===== src/rtl/rf_pkg.sv =====
// Shared constants and types for the decode-stage register file.
package rf_pkg;

    // Default data width and register count.
    localparam int XLEN_DEFAULT  = 32;
    localparam int NREGS_DEFAULT = 32;
    localparam int AW_DEFAULT    = $clog2(NREGS_DEFAULT);

    // Architectural zero register index.
    localparam int ZERO_REG = 0;

    // Register index type for the default register count. Instances with a
    // different NREGS size their index ports from their own AW.
    typedef logic [AW_DEFAULT-1:0] reg_idx_t;

endpackage


===== src/rtl/rf_scoreboard.sv =====
// Pending-write scoreboard: one bit per architectural register, set when an
// instruction with that destination issues and cleared when writeback lands.
// Also provides the two busy lookups used by decode for stall detection.
module rf_scoreboard
    import rf_pkg::*;
#(
    parameter int NREGS  = NREGS_DEFAULT,
    parameter bit BYPASS = 1'b1,
    localparam int AW    = $clog2(NREGS)
) (
    input  logic          clk,
    input  logic          reset,
    input  logic          i_issue_valid,
    input  logic [AW-1:0] i_issue_rd,
    input  logic          i_flush,
    input  logic          i_wr_en,
    input  logic [AW-1:0] i_wr_rd,
    input  logic [AW-1:0] i_rs1,
    input  logic [AW-1:0] i_rs2,
    output logic          o_rs1_busy,
    output logic          o_rs2_busy
);

    // Pending view indexed by register number; entry 0 is a constant zero so
    // x0 can never look busy.
    logic [NREGS-1:0] w_pend_view;
    logic             w_wr_valid;
    logic             w_fwd1;
    logic             w_fwd2;

    assign w_pend_view[ZERO_REG] = 1'b0;
    assign w_wr_valid = i_wr_en && (i_wr_rd != AW'(ZERO_REG));

    genvar gi;
    generate
        for (gi = 1; gi < NREGS; gi++) begin : g_pend
            logic r_pending;
            logic w_set;
            logic w_clr;

            assign w_set = i_issue_valid && (i_issue_rd == AW'(gi));
            assign w_clr = w_wr_valid && (i_wr_rd == AW'(gi));

            // Flush squashes everything including this cycle's issue; a new
            // issue beats a same-cycle writeback since it is the newer producer.
            always_ff @(posedge clk) begin
                if (!reset) begin
                    r_pending <= 1'b0;
                end else if (i_flush) begin
                    r_pending <= 1'b0;
                end else if (w_set) begin
                    r_pending <= 1'b1;
                end else if (w_clr) begin
                    r_pending <= 1'b0;
                end
            end

            assign w_pend_view[gi] = r_pending;
        end
    endgenerate

    // A writeback to the queried register forwards its value, so with bypass
    // enabled the operand is no longer a hazard this cycle.
    assign w_fwd1 = BYPASS && w_wr_valid && (i_wr_rd == i_rs1);
    assign w_fwd2 = BYPASS && w_wr_valid && (i_wr_rd == i_rs2);

    assign o_rs1_busy = w_pend_view[i_rs1] && !w_fwd1;
    assign o_rs2_busy = w_pend_view[i_rs2] && !w_fwd2;

endmodule


===== src/rtl/reg_file_sb.sv =====
// Decode-stage register file: two combinational read ports, one synchronous
// write port, x0 hardwired to zero, optional write-to-read bypass and a
// pending-write scoreboard for hazard stalls.
module reg_file_sb
    import rf_pkg::*;
#(
    parameter int XLEN   = XLEN_DEFAULT,
    parameter int NREGS  = NREGS_DEFAULT,
    parameter bit BYPASS = 1'b1,
    localparam int AW    = $clog2(NREGS)
) (
    input  logic            clk,
    input  logic            reset,
    input  logic            RegWrite,
    input  logic [AW-1:0]   Rd,
    input  logic [XLEN-1:0] Write_data,
    input  logic [AW-1:0]   Rs1,
    input  logic [AW-1:0]   Rs2,
    output logic [XLEN-1:0] read_data1,
    output logic [XLEN-1:0] read_data2,
    input  logic            issue_valid,
    input  logic [AW-1:0]   issue_rd,
    input  logic            flush,
    output logic            rs1_busy,
    output logic            rs2_busy
);

    // Register contents indexed by register number; entry 0 is constant zero
    // and has no storage behind it.
    logic [XLEN-1:0] w_view [NREGS];
    logic            w_wr_valid;
    logic            w_hit1;
    logic            w_hit2;

    assign w_view[ZERO_REG] = '0;
    assign w_wr_valid = RegWrite && (Rd != AW'(ZERO_REG));

    genvar gi;
    generate
        for (gi = 1; gi < NREGS; gi++) begin : g_reg
            logic [XLEN-1:0] r_data;

            // Writeback into this register; reset takes priority over any write.
            always_ff @(posedge clk) begin
                if (!reset) begin
                    r_data <= '0;
                end else if (RegWrite && (Rd == AW'(gi))) begin
                    r_data <= Write_data;
                end
            end

            assign w_view[gi] = r_data;
        end
    endgenerate

    // Same-cycle forwarding of writeback data to the read ports.
    assign w_hit1 = BYPASS && w_wr_valid && (Rd == Rs1);
    assign w_hit2 = BYPASS && w_wr_valid && (Rd == Rs2);

    assign read_data1 = w_hit1 ? Write_data : w_view[Rs1];
    assign read_data2 = w_hit2 ? Write_data : w_view[Rs2];

    rf_scoreboard #(
        .NREGS  (NREGS),
        .BYPASS (BYPASS)
    ) u_scoreboard (
        .clk           (clk),
        .reset         (reset),
        .i_issue_valid (issue_valid),
        .i_issue_rd    (issue_rd),
        .i_flush       (flush),
        .i_wr_en       (RegWrite),
        .i_wr_rd       (Rd),
        .i_rs1         (Rs1),
        .i_rs2         (Rs2),
        .o_rs1_busy    (rs1_busy),
        .o_rs2_busy    (rs2_busy)
    );

endmodule


===== config.mk =====
export PLATFORM = sky130hd
export DESIGN_NAME = reg_file_sb
export DESIGN_NICKNAME = d
export VERILOG_FILES = /design/src/rtl/rf_pkg.sv /design/src/rtl/rf_scoreboard.sv /design/src/rtl/reg_file_sb.sv
export SDC_FILE = /design/constraint.sdc
export NUM_CORES = 2
export LEC_CHECK = 0
export CORE_UTILIZATION = 30
export CTS_BUF_LIST = sky130_fd_sc_hd__clkbuf_8 sky130_fd_sc_hd__clkbuf_16
export DETAILED_ROUTE_END_ITERATION = 10
export PLACE_DENSITY_LB_ADDON = 0.15
export SLEW_MARGIN = 20
export SYNTH_ARGS = -nofsm -noshare
export SYNTH_HDL_FRONTEND = slang
export SYNTH_SLANG_ARGS = --single-unit

===== constraint.sdc =====
create_clock -name clk -period 2.4 [get_ports clk]
set_input_delay 0.48 -clock clk [delete_from_list [all_inputs] [get_ports clk]]
set_output_delay 0.48 -clock clk [all_outputs]
set_load 0.05 [all_outputs]

Word level (Yosys, flattened, before mapping):

Index checks and enable logic that the tools add are counted.

* register bits after elaboration: 1023
* input port bits: 57
* output and inout bits: 66
* logic and storage cells: 340

* $lt $le $gt $ge: 4
* eq/ne operators: 64
* mux-type cells: 74
* bitwise logic cells: 3
* reductions and logical operators: 133

Operators by type and width (count)
* binary-select mux 32 bit (select 5 bit): 2
* two-way mux 32 bit: 6
* == test 5 bit (second input constant): 32
* logical AND 1 bit: 98
* == test 5 x 4 -> 1 bit (second input constant): 16
* two-way mux 1 bit: 64
* nonzero test 2 bit: 31
* == test 5 x 3 -> 1 bit (second input constant): 8
* == test 5 x 2 -> 1 bit (second input constant): 4
* >= comparator 6 bit (second input constant): 2
* < comparator 5 x 6 -> 1 bit (second input constant): 2
* NOT 5 -> 6 bit: 2
* binary-select mux 1 bit (select 5 bit): 2
* == test 5 x 1 -> 1 bit (second input constant): 2
* == test 5 bit: 2
* nonzero test 5 bit: 1
* logical NOT 1 bit: 2
* OR reduction 2 bit: 1
* NOT 1 bit: 1

Longest topological paths before layout:

* depth in word-level cells: 5
* gate-level depth with buffers: 9
* mapped depth without buffers: 5

By module:

A second synthesis with hierarchy kept.

* cells, all modules: 6293
* area, all modules: 55704.7 um2

By module, submodules not included
* reg_file_sb: instances 1, cells an instance 6057, area each 53676.5 um2, seq. area each 19859.0 um2
* rf_scoreboard: instances 1, cells an instance 236, area each 2028.2 um2, seq. area each 620.6 um2

Least setup slack after synthesis:

OpenSTA, ideal clock, no wires.

* kind: input -> output
* start: in Rd[0]
* end: out read_data1[29]
* data arrival time: 2880 ps
* data required time: 1920 ps
* path slack: -960 ps
* stages on the path: 7
* cell sequence: buf_4 > or2_1 > buf_6 > o41ai_1 > nor3_1 > clkbuf_1 > o31ai_1

* longest elaborated chain between the ends: 4
* elaborated cells between the ends (all ways): 5
* those cells by class: eq/ne: 1; mux: 1; reduce/logical: 3

Ends and longest elaborated chain
* start: declaration: line reg_file_sb.sv:15 `input logic [AW-1:0] Rd,`
* nonzero test 5 bit: line reg_file_sb.sv:36 `assign w_wr_valid = RegWrite && (Rd != AW'(ZERO_REG));`
* logical AND 1 bit: line reg_file_sb.sv:36
* logical AND 1 bit (*): line reg_file_sb.sv:57 `assign w_hit1 = BYPASS && w_wr_valid && (Rd == Rs1);`
* two-way mux 32 bit (*): line reg_file_sb.sv:60 `assign read_data1 = w_hit1 ? Write_data : w_view[Rs1];`
* end: declaration: line reg_file_sb.sv:19 `output logic [XLEN-1:0] read_data1,`

Mark *: on every way between the ends. The rest lies on a longest branch, timed or not.

Worst setup path in the final report:

* start: reg g_reg[27].r_data[0]
* end: out read_data2[0]

* longest elaborated chain between the ends: 4

Ends and longest elaborated chain
* start: declaration: line reg_file_sb.sv:41 `logic [XLEN-1:0] r_data;`
* start signal: assignment: line reg_file_sb.sv:48 `r_data <= Write_data;`
* binary-select mux 32 bit (select 5 bit): line reg_file_sb.sv:61 `assign read_data2 = w_hit2 ? Write_data : w_view[Rs2];`
* two-way mux 32 bit (implied by the code) (2 in series): line reg_file_sb.sv:61
* two-way mux 32 bit: line reg_file_sb.sv:61
* end: declaration: line reg_file_sb.sv:20 `output logic [XLEN-1:0] read_data2,`

Every way passes these cells. The select of a mux whose other input is x is not followed.

==> flow_summary.json <==
{
  "stdcell_area_um2": 76700,
  "cts_tree": "yes",
  "fp.coreArea_um2": 184000,
  "first_pass_iters": 7,
  "drive_above_1_share_pct": 33.5,
  "clkTransAtPathRegs_ps": 60,
  "yosys_warnings": 0,
  "syn_area_per_cell_um2": 8.90,
  "cts_buffers": 120,
  "die_h_um": 433,
  "ys_async_sr_fraction_pct": 0,
  "area_growth_pct": 37.9,
  "fin_nets": 6871,
  "critical_path.max_stage_delay_ps": 480,
  "power.density_nw_per_um2": 580,
  "synth-edff-count": 0,
  "max_freq_mhz": 302,
  "rsz0062_at_grt": "true",
  "ant_nets": 0,
  "floorplan.rows": 157,
  "p_leak_nw": 26.7,
  "grt_pass1_wl_mm": 389,
  "dp_hpwl_mm": 185,
  "clk_latency_ps": 770,
  "worst_pin_slew_ps": 640,
  "route.detailed.drc": 0,
  "synth_cell_types": 56,
  "dpl_cell_area_um2": 68800,
  "crit_chain": "mux4_2 > a22o_1 > a221oi_4 > buf_4 > o211ai_1 > clkbuf_16",
  "finalSetupViolCount": 66,
  "setup_tns_ps": -38740,
  "portBuffers": 122,
  "hold_viol": 0,
  "place_ws_ps": -1490,
  "fin_skew_ps": 0,
  "grt_antenna_before_repair": 7,
  "wl_per_cell_um": 29.4,
  "synth_area_um2": 55600,
  "path_delay_family": "compound AO/OA/AOI/OAI gates",
  "grt_pass1_vias": 50915,
  "period_share_pct": 138,
  "synth_top_area_share_pct": 36.8,
  "cts.sinks": 1023,
  "synth_common_cells": "2119 x nand2_1, 1023 x dfxtp_1, 992 x a21boi_0",
  "maxSlewHeadroom_pct": 57.2,
  "clockBufferDepth": 3,
  "finalWorstSetupSlack_ps": -914,
  "ys_top_cells_by_area": "dfxtp_1 37%, mux4_2 16%, nand2_1 14%",
  "ir_drop_uv": 675,
  "grt_start_max_net_pins": 95,
  "final.min_clock_period_ps": 3310,
  "cp_num_buf_inv": 2,
  "syn_nets": 6310,
  "drv_cap": 0,
  "finish.utilization_pct": 41.8,
  "cp-start-kind": "flip-flop",
  "drtIter0Drc": 5035,
  "htree_num_levels": 3,
  "crit_slowest_cell": "mux4_2",
  "crit_fanout": 3,
  "drv_slew": 0,
  "dieArea_um2": 187000,
  "grt_remaining_overflow": 0,
  "totalWireLength_mm": 275,
  "worstPathArrival_ps": 2830,
  "synthCells": 6253,
  "cts_root_buffer": "clkbuf_16",
  "start_util_pct": 30.3,
  "yosys.area.top_type": "dfxtp_1",
  "status": "finished, violations left",
  "cp-end-kind": "output pin",
  "die_x_um": 433,
  "synth-seq-area-share_pct": 36.8,
  "grt_use_total_pct": 28.9,
  "violations": "negative setup slack",
  "vias": 52175,
  "required_ps": 1920,
  "synth_top_flop_cell": "dfxtp_1",
  "hold_class": "primary input to flip-flop",
  "num_io_pins": 123,
  "worstSetupPathType": "flip-flop to output pin",
  "ys_ff_latch": 1023,
  "gp_congestion": 0.905,
  "vias_per_cell": 5.56,
  "synth.most_common_cell": "nand2_1"
}
[worst reg2reg max path, cell delays in order, from the launching register on]
cell,delay [ps]
dfxtp_2,340
buf_6,90
buf_4,90
nand2_1,40
a21boi_0,190
[placed cells by master, fill, tap and decap left out, types with 39 or more instances in the layout]
cell             count
nand2_1           2061
a21boi_0           992
dfxtp_1            847
buf_4              610
mux4_2             384
buf_12             335
dfxtp_2            176
clkbuf_16          136
mux2_2             125
mux2i_1            119
nor2_1             103
a22oi_1             57
buf_6               56
a221oi_1            51
nand2_2             47
clkdlybuf4s50_1     39
[routing by layer]
metal | wire length, um | vias up | track usage (%)
met1 | 113000 | 26206 | 37.1
met4 | 13600 | 6 | 13.1
met2 | 129000 | 2269 | 47.7
met5 | 47 | - | 0
li1 | - | 23083 | -
met3 | 20100 | 611 | 4.36
[power breakdown]
group	leakage [nW]	switching, W	internal, W	total, W
clock	2.26	0.00818	0.0128	0.0210
combinational	16.1	0.00360	0.00273	0.00634
sequential	8.34	0.0000953	0.0171	0.0172
total	26.7	0.0119	0.0326	0.0445
[stage by stage]
stage	hold WS, ps	instances	power, W
2_1_floorplan	449	6253	0.0203
3_3_place_gp	456	9052	0.0233
3_5_place_dp	467	9053	0.0233
4_1_cts	144	9364	0.0446
5_1_grt	181	9378	0.0455
6_report	185	9379	0.0445
[layout make-up]
class	instances	area (um^2)
clock inverters	76	1070
inverters	7	26.3
clock buffers	146	3370
repair buffers	1106	13800
multi-input cells	4556	34700
diodes	1	2.50
fillers	17646	107000
well taps	2464	3080
flip-flops and latches	1023	20700
[repair_timing]
action | CTS | global route
setup buffers | 90 | 28
pin swaps | 150 | 100
gates cloned | 20 | 1
resized for setup | 481 | 196
endpoints found under the setup margin | 66 | 66
hold buffers | 0 | 0
[cells by family after synthesis]
family / share of synthesized area [%]
compound gates: 19.7
xor+xnor: 0.157
buf+inv: 5.37
flops: 36.8
mux: 20.9
simple gates: 17.0
[sequential cells by signal (all words and copies together) (netlist names)]
name / cells
u_scoreboard.g_pend.r_pending: 31
g.r_data: 992
[worst paths after layout]
path,start,endpoint,slack [ps],cells past startpoint
worst max-delay path,g_reg[27].r_data[0],read_data2[0],-910,6
worst max register to register,g_reg[16].r_data[28],g_reg[16].r_data[28],1550,4
worst min-delay path,reset,g_reg[13].r_data[26],190,2
worst min register to register,g_reg[15].r_data[3],g_reg[15].r_data[3],470,2
Power figures use the tool's default switching activity.
